`config.mk`:
```
export PLATFORM = sky130hd
export DESIGN_NAME = spi_arbiter
export DESIGN_NICKNAME = d
export VERILOG_FILES = /design/src/rtl/spi_arbiter.sv
export SDC_FILE = /design/constraint.sdc
export NUM_CORES = 1
export LEC_CHECK = 0
export BUFFER_PORTS_ARGS = -buffer_cell sky130_fd_sc_hd__buf_2
export CAP_MARGIN = 20
export CORE_ASPECT_RATIO = 0.9
export CORE_MARGIN = 2
export CORE_UTILIZATION = 47
export DETAILED_ROUTE_END_ITERATION = 16
export PLACE_DENSITY = 0.8
export SLEW_MARGIN = 25
export SYNTH_ARGS = -nofsm -noshare
export SYNTH_HDL_FRONTEND = slang
export SYNTH_SLANG_ARGS = --single-unit
```
`constraint.sdc`:
```
create_clock -name clk -period 2.3 [get_ports clk]
set_input_delay 0.46 -clock clk [delete_from_list [all_inputs] [get_ports clk]]
set_output_delay 0.46 -clock clk [all_outputs]
set_load 0.02 [all_outputs]
```
`src/rtl/spi_arbiter.sv`:
```
// Round-robin arbiter that lets NREQ requesters share one SPI master.
// Each grant strobes one word to the master, then tracks spi_cs until the transfer ends.
module spi_arbiter #(
  parameter int unsigned NREQ     = 4,
  parameter int unsigned DW       = 12,
  parameter int unsigned START_TO = 64
) (
  input  logic               clk,
  input  logic               rst,
  input  logic [NREQ-1:0]    req,
  input  logic [NREQ*DW-1:0] req_data,
  output logic [NREQ-1:0]    gnt,
  output logic [NREQ-1:0]    done,
  output logic               err,
  output logic               busy,
  output logic               spi_newd,
  output logic [DW-1:0]      spi_din,
  input  logic               spi_cs
);

  localparam int unsigned IW = (NREQ > 1) ? $clog2(NREQ) : 1;
  localparam int unsigned CW = (START_TO > 1) ? $clog2(START_TO) : 1;
  localparam logic [CW-1:0] CntLast = CW'(START_TO - 1);

  typedef enum logic [1:0] {StIdle, StWaitStart, StWaitEnd} state_e;

  state_e            state_q, state_d;
  logic [NREQ-1:0]   gnt_q, gnt_d;
  logic [NREQ-1:0]   done_q, done_d;
  logic              err_q, err_d;
  logic              newd_q, newd_d;
  logic [DW-1:0]     din_q, din_d;
  logic [IW-1:0]     owner_q, owner_d;
  logic [IW-1:0]     last_q, last_d;
  logic [CW-1:0]     cnt_q, cnt_d;

  logic [IW-1:0]     win;
  logic [IW-1:0]     idx;
  logic              found;

  // Search upward from last+1, wrapping, so the previous winner is considered last.
  always_comb begin
    win   = last_q;
    idx   = last_q;
    found = 1'b0;
    for (int unsigned i = 1; i <= NREQ; i++) begin
      idx = IW'((32'(last_q) + i) % NREQ);
      if (!found && req[idx]) begin
        found = 1'b1;
        win   = idx;
      end
    end
  end

  always_comb begin
    state_d = state_q;
    gnt_d   = '0;
    done_d  = '0;
    err_d   = 1'b0;
    newd_d  = 1'b0;
    din_d   = din_q;
    owner_d = owner_q;
    last_d  = last_q;
    cnt_d   = cnt_q;
    case (state_q)
      StIdle: begin
        if (|req) begin
          gnt_d   = NREQ'(1) << win;
          newd_d  = 1'b1;
          din_d   = req_data[win*DW +: DW];
          owner_d = win;
          cnt_d   = '0;
          state_d = StWaitStart;
        end
      end
      StWaitStart: begin
        if (!spi_cs) begin
          state_d = StWaitEnd;
        end else if (cnt_q == CntLast) begin
          // Master never started: report and give up without touching last.
          err_d   = 1'b1;
          state_d = StIdle;
        end else if (cnt_q != '1) begin
          cnt_d = cnt_q + CW'(1);
        end
      end
      StWaitEnd: begin
        if (spi_cs) begin
          done_d  = NREQ'(1) << owner_q;
          last_d  = owner_q;
          state_d = StIdle;
        end
      end
      default: state_d = StIdle;
    endcase
  end

  always_ff @(posedge clk) begin
    if (!rst) begin
      state_q <= StIdle;
      gnt_q   <= '0;
      done_q  <= '0;
      err_q   <= 1'b0;
      newd_q  <= 1'b0;
      din_q   <= '0;
      owner_q <= '0;
      last_q  <= IW'(NREQ - 1);
      cnt_q   <= '0;
    end else begin
      state_q <= state_d;
      gnt_q   <= gnt_d;
      done_q  <= done_d;
      err_q   <= err_d;
      newd_q  <= newd_d;
      din_q   <= din_d;
      owner_q <= owner_d;
      last_q  <= last_d;
      cnt_q   <= cnt_d;
    end
  end

  assign gnt      = gnt_q;
  assign done     = done_q;
  assign err      = err_q;
  assign spi_newd = newd_q;
  assign spi_din  = din_q;
  assign busy     = (state_q != StIdle);

endmodule

```
; Word-level counts from Yosys, hierarchy flattened
; Cells that the tools add are included.
; Widths: inputs -> output; s select.
[op_classes]
n_addsub = 5
n_mul = 1
n_lt_le_gt_ge = 4
eq_ne = 10
shift = 3
mux = 27
reduce_logical = 18
[op_table]
columns = cell, n
row1 = $shiftx 48x7->12, 1
row2 = $mux 6, 4
row3 = $mux 2, 8
row4 = $lt 2x3->1 const B, 4
row5 = $pmux 6 s2, 1
row6 = $reduce_and 3->1, 4
row7 = $ne 2x2->1 const B, 5
row8 = $mux 1, 9
row9 = $bmux 1 s2, 4
row10 = $shl 1x2->4 const A, 2
row11 = $add 6x1->6 const B, 1
row12 = $eq 6x6->1 const B, 1
row13 = $ne 6x6->1 const B, 1
row14 = $pmux 2 s3, 1
row15 = $reduce_and 2->1, 3
row16 = $reduce_and 5->1, 1
row17 = $add 2x1->2 const B, 2
row18 = $add 2x2->2 const B, 2
row19 = $mul 2x2->4 const B, 1
row20 = $reduce_bool 2->1, 2
row21 = $reduce_or 4->1, 1
row22 = $logic_and 1x1->1, 3
row23 = $logic_not 1->1, 3
row24 = $ne 3x3->1 const B, 1
row25 = other kinds (3), 3
[totals]
reg_bits = 34
input_bits = 55
output_inout_bits = 23
elab_cells = 77

; Longest topological paths before layout
; Gate-level depths: netlist of the first run.
[logic_depth]
depth_word = 15
depth_mapped = 7

; Least setup slack after synthesis of the first run
; OpenSTA, ideal clock, no wires.
[synth_path]
path_type = input to register
startpoint = input port req[2]
endpoint = register din_q[10] (netlist: spi_din[10])
setup_time_ps = 122
t_arrival_ps = 1770
slack_ps = 408
cell_stages = 6
cell_sequence = nor2_1 -> and2_1 -> nor3_4 -> buf_6 -> mux2_4 -> a221o_1
[synth_via]
elab_chain_cells = 14
word_cells_on_any_way = 25
cone_classes = mul: 1 / shift: 1 / mux: 15 / reduce/logical: 8
[synth_rtl]
columns = item, line_no
row1 = from (decl), 10  ; input logic [NREQ-1:0] req,
row2 = $bmux 1 s2, 48  ; if (!found && req[idx]) begin
row3 = $mux 1 (not written as such), 48
row4 = $mux 1, 48
row5 = $logic_not 1->1, 48
row6 = $logic_and 1x1->1, 48
row7 = $mux 1, 48
row8 = $logic_not 1->1, 48
row9 = $logic_and 1x1->1, 48
row10 = $mux 1, 48
row11 = $logic_not 1->1, 48
row12 = $logic_and 1x1->1, 48
row13 = $mux 2, 48
row14 = $mul 2x2->4, 70  ; din_d = req_data[win*DW +: DW];
row15 = $shiftx 48x7->12, 70
row16 = to (signal assigned), 115  ; din_q <= din_d;
row17 = to (decl), 32  ; logic [DW-1:0] din_q, din_d;
; Several ways; a longest one is shown, not always the timed one. The select of a mux whose other input is x is not followed.
; A chain may end at the register's enable or synchronous reset.

; Worst setup path in the final report of the first run
[layout_path]
startpoint = register state_q[0]
endpoint = register din_q[5] (netlist: spi_din[5])
[layout_via]
elab_chain_cells = 2
[layout_rtl]
columns = item, line_no
row1 = from (decl), 27  ; state_e state_q, state_d;
row2 = from (signal assigned), 100  ; state_q <= StIdle;
row3 = from (signal assigned), 110  ; state_q <= state_d;
row4 = $logic_not 2->1, 65  ; case (state_q)
row5 = $reduce_and 2->1 (no source line), -
; Every way passes these cells.

==> run summary, run 1 <==
CORE AREA = 3680 um^2
Initial antenna violation count = 0
Placed Cells incl. Taps = 310
Clock slew at reported path FFs = 60 ps
R2R setup slack = 310 ps
I/O pins = 78
Synth Cell Area = 1770 um^2
Mux share of post-synthesis cell area = 0.0996
Max_slew headroom = 0.636
First drt pass iteration count = 4
CP max FO = 13
Yosys warns = 0
Area contributors post-synth = dfxtp_1 (38%), a221o_1 (6.2%), mux2_4 (5.1%)
Sequential fraction of the synthesis area = 0.384
Gr usage total = 0.223
Final Hold Vio Count = 0
Worst Hold Class = in2reg
Simple-gate share of the synthesized area = 0.222
FF-to-FF path depth = 5
Remaining DRCs = 0
Hold Crit Endpoint = state_q[1]$_SDFFE_PN0P_
XOR/XNOR Fraction of Synth Area = 0.0198
Post-DP HPWL = 3500 um
Clock Root Buffer = clkbuf_8
Yosys cell types = 47
Final Max Tran Viols = 0
Post-CTS Setup Bufs = 0
Hold-critical path depth = 2
RSZ-0062 raised after global routing = false
Final cell count without fillers = 316
Status = completed
Final WL = 4620 um
CTS buffer count = 5
Post-route ant nets = 0
CTS tree = built
Yosys reg bits = 34
Reg-to-Reg End = spi_din[5]$_SDFFE_PN0P_
Row count = 21
P_leak = 1.10 nW
Total of max-cap violations = 0
Min Tclk post-route = 1990 ps
Power Density = 630 nW/um^2
Total Nets Final = 327
# diodes = 0
H-Tree Depth = 2
Startpoint types = register
Grt total ovfl = 0
Crit Path Category = reg2reg
Synth Area in Adders = 0.00706
Setup crit end kind = register
Cells after Synth = 192
Chip height = 62.2 um
Cell area after layout = 2300 um^2
Die Wd = 68.7 um
Avg Cell Area, Syn = 9.23 um^2
Area growth syn-to-layout = 29.6%
Area post-placement = 2210 um^2
Top_reg_cell synth = dfxtp_1
Clock tree buffer depth = 2
Post_cts resized = 0
CP required = 2520 ps
DR iter-0 viols = 111
Largest net degree at the start of global routing = 14
WL per Instance = 14.6 um
Worst-Skew Late Latency = 280 ps
Worst reg2reg startpoint = state_q[0]$_SDFFE_PN0P_
Share of cells above drive strength 1 = 0.396
CTS Hold Bufs = 0
Top cell type's share of synthesized area = 0.384
PortBufs = 77
Net Count, Synth = 248
Largest family of logic cells by synthesized area = compound AO/OA/AOI/OAI gates
Power consumption = 1.45 mW
Max Freq = 503 MHz
RePlAce Congestion = 0.859
Final setup viols = 0
Data arrival, critical path = 2210 ps
Fin Setup TNS = 0 ps
Clk sinks = 34
Via density = 5.66
Min-delay src = spi_cs
Peak VDD IR = 0.241 mV
Number of synthesized flops with an enable pin = 0
Period Utilization, post-route = 0.865
Async set-reset flop share out of synthesis = 0
Vias in the first global route = 1581
Initial Util = 0.482
First-pass GRT wire length = 7220 um
Skew final = 2.44 ps
Compound-Gate Fraction of Synth Area = 0.225
Vias after detailed routing = 1789
Worst slew pin tran = 542 ps
Die area = 4280 um^2
Leading area contributor after synthesis = dfxtp_1
Hold WS = 384 ps
## where the power goes
part | total, mW | leakage [nW] | switching, mW | internal [mW]
combinational | 0.356 | 0.777 | 0.196 | 0.160
sequential | 0.666 | 0.278 | 0.0313 | 0.635
clock | 0.425 | 0.0431 | 0.194 | 0.230
## cell type report
class	count	area, um^2
tap	46	57.6
clock buffer	6	82.6
inverter	4	15.0
sequential	34	681
timing repair buffer	83	443
fill	321	1380
multi-input combinational	143	1020
## placed cells by master (no fill, tap or decap), types with 4 or more instances in the layout
master / instances
clkbuf_8: 6
a21oi_1: 14
nand4_1: 14
nand3_1: 5
mux2_4: 6
inv_1: 4
and3_1: 4
nand2_1: 17
dfxtp_1: 34
o31ai_1: 11
buf_2: 77
nor2_1: 13
a221o_1: 11
buf_4: 5
## stage by stage
stage,util,setup slack (ps)
floorplan,-,408
global placement,0.602,223
detailed placement,0.602,148
CTS,0.624,324
global route,0.624,102
finish,0.624,310
## how the worst max path moves through the flow
stage / from / to / slack (ps) / cells past startpoint
4_1_cts: state_q[0]$_SDFFE_PN0P_ / spi_din[5]$_SDFFE_PN0P_ / 320 / 5
2_1_floorplan: req[2] / spi_din[10]$_SDFFE_PN0P_ / 410 / 6
6_report: state_q[0]$_SDFFE_PN0P_ / spi_din[5]$_SDFFE_PN0P_ / 310 / 5
3_3_place_gp: req[1] / spi_din[10]$_SDFFE_PN0P_ / 220 / 6
3_5_place_dp: req[1] / spi_din[5]$_SDFFE_PN0P_ / 150 / 6
5_1_grt: state_q[0]$_SDFFE_PN0P_ / spi_din[5]$_SDFFE_PN0P_ / 100 / 5
## state kept, by name, indices dropped and copies added (netlist names)
signal	count
cnt_q	6
done	4
err	1
gnt	4
last_q	2
owner_q	2
spi_din	12
spi_newd	1
state_q	2
## synthesized netlist by cell type, types with 2 or more instances
library cell / number
and2_1: 2
inv_1: 4
mux2_4: 6
dfxtp_1: 34
nor2_1: 13
a21oi_1: 14
a21oi_4: 2
mux2_1: 2
o211ai_1: 3
a21o_1: 2
clkbuf_1: 5
buf_6: 2
o31ai_1: 11
mux2_2: 3
and3_1: 4
nand3_1: 5
buf_1: 2
a221o_1: 11
nand2_1: 17
xor2_1: 3
nor3_1: 3
nand4_1: 14
nand2b_1: 2
mux2i_1: 3
o21ai_0: 3
## critical path, stage by stage, from the launching register on
cell,delay [ps]
dfxtp_1,370
or2_1,270
nor2_1,290
nand4_1,500
a21oi_1,340
a221o_1,150
## routing by layer
layer	track usage	vias to the layer above	wire length (um)
li1	-	880	-
met1	0.311	817	2070
met2	0.329	78	2090
met3	0.0562	14	350
met4	0.0784	0	107
met5	0	-	0
## kinds of logic (layout without fill, tap and decap cells)
| kind of cell | Yosys count | count (layout) |
|---|---|---|
| multiplexers | 14 | 14 |
| AO/OA/AOI/OAI | 52 | 52 |
| buffers and inverters | 15 | 93 |
| XOR/XNOR | 4 | 4 |
| AND/OR/NAND/NOR | 72 | 72 |
| adder cells (fa/ha/maj) | 1 | 1 |
| flip-flops | 34 | 34 |
Power figures use the tool's default switching activity.
==> run 2: changes to the inputs <==
--- a/config.mk
+++ b/config.mk
@@ -7,11 +7,13 @@
 export LEC_CHECK = 0
 export BUFFER_PORTS_ARGS = -buffer_cell sky130_fd_sc_hd__buf_2
 export CAP_MARGIN = 20
+export CELL_PAD_IN_SITES_DETAIL_PLACEMENT = 0
+export CELL_PAD_IN_SITES_GLOBAL_PLACEMENT = 1
 export CORE_ASPECT_RATIO = 0.9
-export CORE_MARGIN = 2
-export CORE_UTILIZATION = 47
+export CORE_MARGIN = 3
+export CORE_UTILIZATION = 34
 export DETAILED_ROUTE_END_ITERATION = 16
-export PLACE_DENSITY = 0.8
+export PLACE_DENSITY_LB_ADDON = 0.1
 export SLEW_MARGIN = 25
 export SYNTH_ARGS = -nofsm -noshare
 export SYNTH_HDL_FRONTEND = slang
==> constraint.sdc (replaced) <==
create_clock -name clk -period 2.1 [get_ports clk]
set_input_delay 0.42 -clock clk [delete_from_list [all_inputs] [get_ports clk]]
set_output_delay 0.42 -clock clk [all_outputs]
set_load 0.02 [all_outputs]
==> run 2 against run 1 <==
Core utilization decreased by 15 points. Count of clock-buffer cells in the layout increased by 1. First-iteration DRC count shrank 56%. Clock power grew 17%. Largest cell class unchanged. Cell area increased by 2.7%. Setup slack worse by 110 ps. Critical path type unchanged. Fmax rose by 4.5%. Critical path depth is 1 higher.
==> run summary, run 2 (synthesis results as in run 1) <==
Status = completed
Clock slew at reported path FFs = 70 ps (about the same)
CTS tree = built
Area growth syn-to-layout = 33.1%
CTS Hold Bufs = 0 (unchanged)
Initial antenna violation count = 0 (unchanged)
Total of max-cap violations = 0 (unchanged)
Clock tree buffer depth = 2 (unchanged)
# diodes = 0 (unchanged)
P_leak = 1.12 nW (+2.3%)
R2R setup slack = 200 ps (-110 ps)
Clock Root Buffer = clkbuf_8
CTS buffer count = 5 (unchanged)
Row count = 24 (+14%)
Max reg flops = 12 (unchanged)
Final Hold Vio Count = 0 (unchanged)
Period Utilization, post-route = 0.907 (+0.0415)
Post-CTS Setup Bufs = 0 (unchanged)
First drt pass iteration count = 4 (unchanged)
RePlAce Congestion = 0.767 (-11%)
Post-route ant nets = 0 (unchanged)
Fin Setup TNS = 0 ps (unchanged)
Crit Path Category = reg2reg
Grt total ovfl = 0 (unchanged)
Largest net degree at the start of global routing = 16 (+2)
Worst Hold Class = in2reg
Cell area after layout = 2360 um^2 (+2.7%)
Total Nets Final = 331 (+1.2%)
Chip height = 74.5 um (+20%)
RSZ-0062 raised after global routing = false
Skew final = 4.73 ps (+2.29 ps)
Via density = 5.08 (-10%)
Final WL = 4880 um (+5.7%)
Final Max Tran Viols = 0 (unchanged)
Most frequent cells in the layout = buf_2 (77), dfxtp_1 (34), nand2_1 (17), nand4_1 (14), a21oi_1 (14)
Area of the multi-input gates = 1020 um^2 (unchanged)
Startpoint types = register
Vias in the first global route = 1512 (-4.4%)
Gr usage total = 0.156 (-0.0662)
Post-DP HPWL = 3740 um (+6.9%)
Die area = 6110 um^2 (+43%)
Register area = 681 um^2 (unchanged)
Clk sinks = 34 (unchanged)
Die Wd = 82.1 um (+19%)
PortBufs = 77 (unchanged)
Post_cts resized = 0 (unchanged)
Commonest non-fill, non-tap cell in the layout = buf_2
Final setup viols = 0 (unchanged)
Worst setup margin = 196 ps (-114 ps)
Min Tclk post-route = 1900 ps (-85.9 ps)
CP max FO = 15 (+2)
First-pass GRT wire length = 7290 um (+0.96%)
Peak VDD IR = 0.300 mV (+25%)
Power consumption = 1.62 mW (+12%)
Initial Util = 0.360 (-0.122)
H-Tree Depth = 2 (unchanged)
CORE AREA = 4920 um^2 (+34%)
Max_slew headroom = 0.716 (+0.0804)
Data arrival, critical path = 2080 ps (-130 ps)
DR iter-0 viols = 49 (-56%)
I/O pins = 78 (unchanged)
Place WS = 42.2 ps (-106 ps)
Vias after detailed routing = 1732 (-3.2%)
Share of cells above drive strength 1 = 0.406 (+0.00950)
Power Density = 689 nW/um^2 (+9.3%)
Filler cells = 500 (+56%)
WL per Instance = 14.3 um (-2.1%)
Area post-placement = 2270 um^2 (+2.4%)
Remaining DRCs = 0 (unchanged)
Worst-Skew Late Latency = 280 ps (about the same)
Worst slew pin tran = 424 ps (-118 ps)
CP required = 2270 ps (-250 ps)
Setup crit end kind = register
Max Freq = 525 MHz (+4.5%)
==> run 2: cell types whose count changed in the layout (fill, tap and decap cells not counted), sizes merged <==
cell	before	now
clkinv	0	1
clkbuf	6	7
buf	83	87
==> run 2: final cells by class <==
cell class,instances,share of cell area
clock inverter,1,0.00212
timing repair buffer,87,0.201
multi-input combinational,143,0.431
tap,65,0.0345
inverter,4,0.00637
clock buffer,7,0.0366
sequential,34,0.289
==> run 2: worst max-delay path, stage by stage, from the launching register on <==
cell	delay, ps
dfxtp_1	420
nand2_1	140
a21oi_4	370
nor3_4	70
buf_12	160
mux2_1	310
a221o_1	320
==> run 2: report_power, final <==
group,switching (mW),internal (mW),total [mW]
Clock,0.234,0.265,0.499
Sequential,0.0322,0.694,0.727
Combinational,0.215,0.184,0.399
==> run 2: path summary, 6_finish.rpt <==
| check | startpoint | to | depth (start not counted) |
|---|---|---|---|
| setup / recovery | last_q[1]$_SDFFE_PN1P_ | spi_din[0]$_SDFFE_PN0P_ | 6 |
| hold reg to reg | spi_din[5]$_SDFFE_PN0P_ | spi_din[5]$_SDFFE_PN0P_ | 1 |
| setup reg to reg | last_q[1]$_SDFFE_PN1P_ | spi_din[0]$_SDFFE_PN0P_ | 6 |
| hold / removal | spi_cs | state_q[1]$_SDFFE_PN0P_ | 2 |
==> run 2: metal layers <==
metal	part of all wire	up-vias	track usage
met3	0.063	2	0.0436
met1	0.50	792	0.233
met4	0.0047	0	0.0461
met2	0.43	49	0.217
met5	0	-	0
li1	-	889	-
==> run 2: metrics by stage <==
stage                     hold slack, ps   util  cells
after detailed placement             469  0.460    333
after floorplan                      442      -    192
final                                348  0.479    341
after global placement               464  0.460    333
after CTS                            343  0.479    341
after global routing                 349  0.479    341
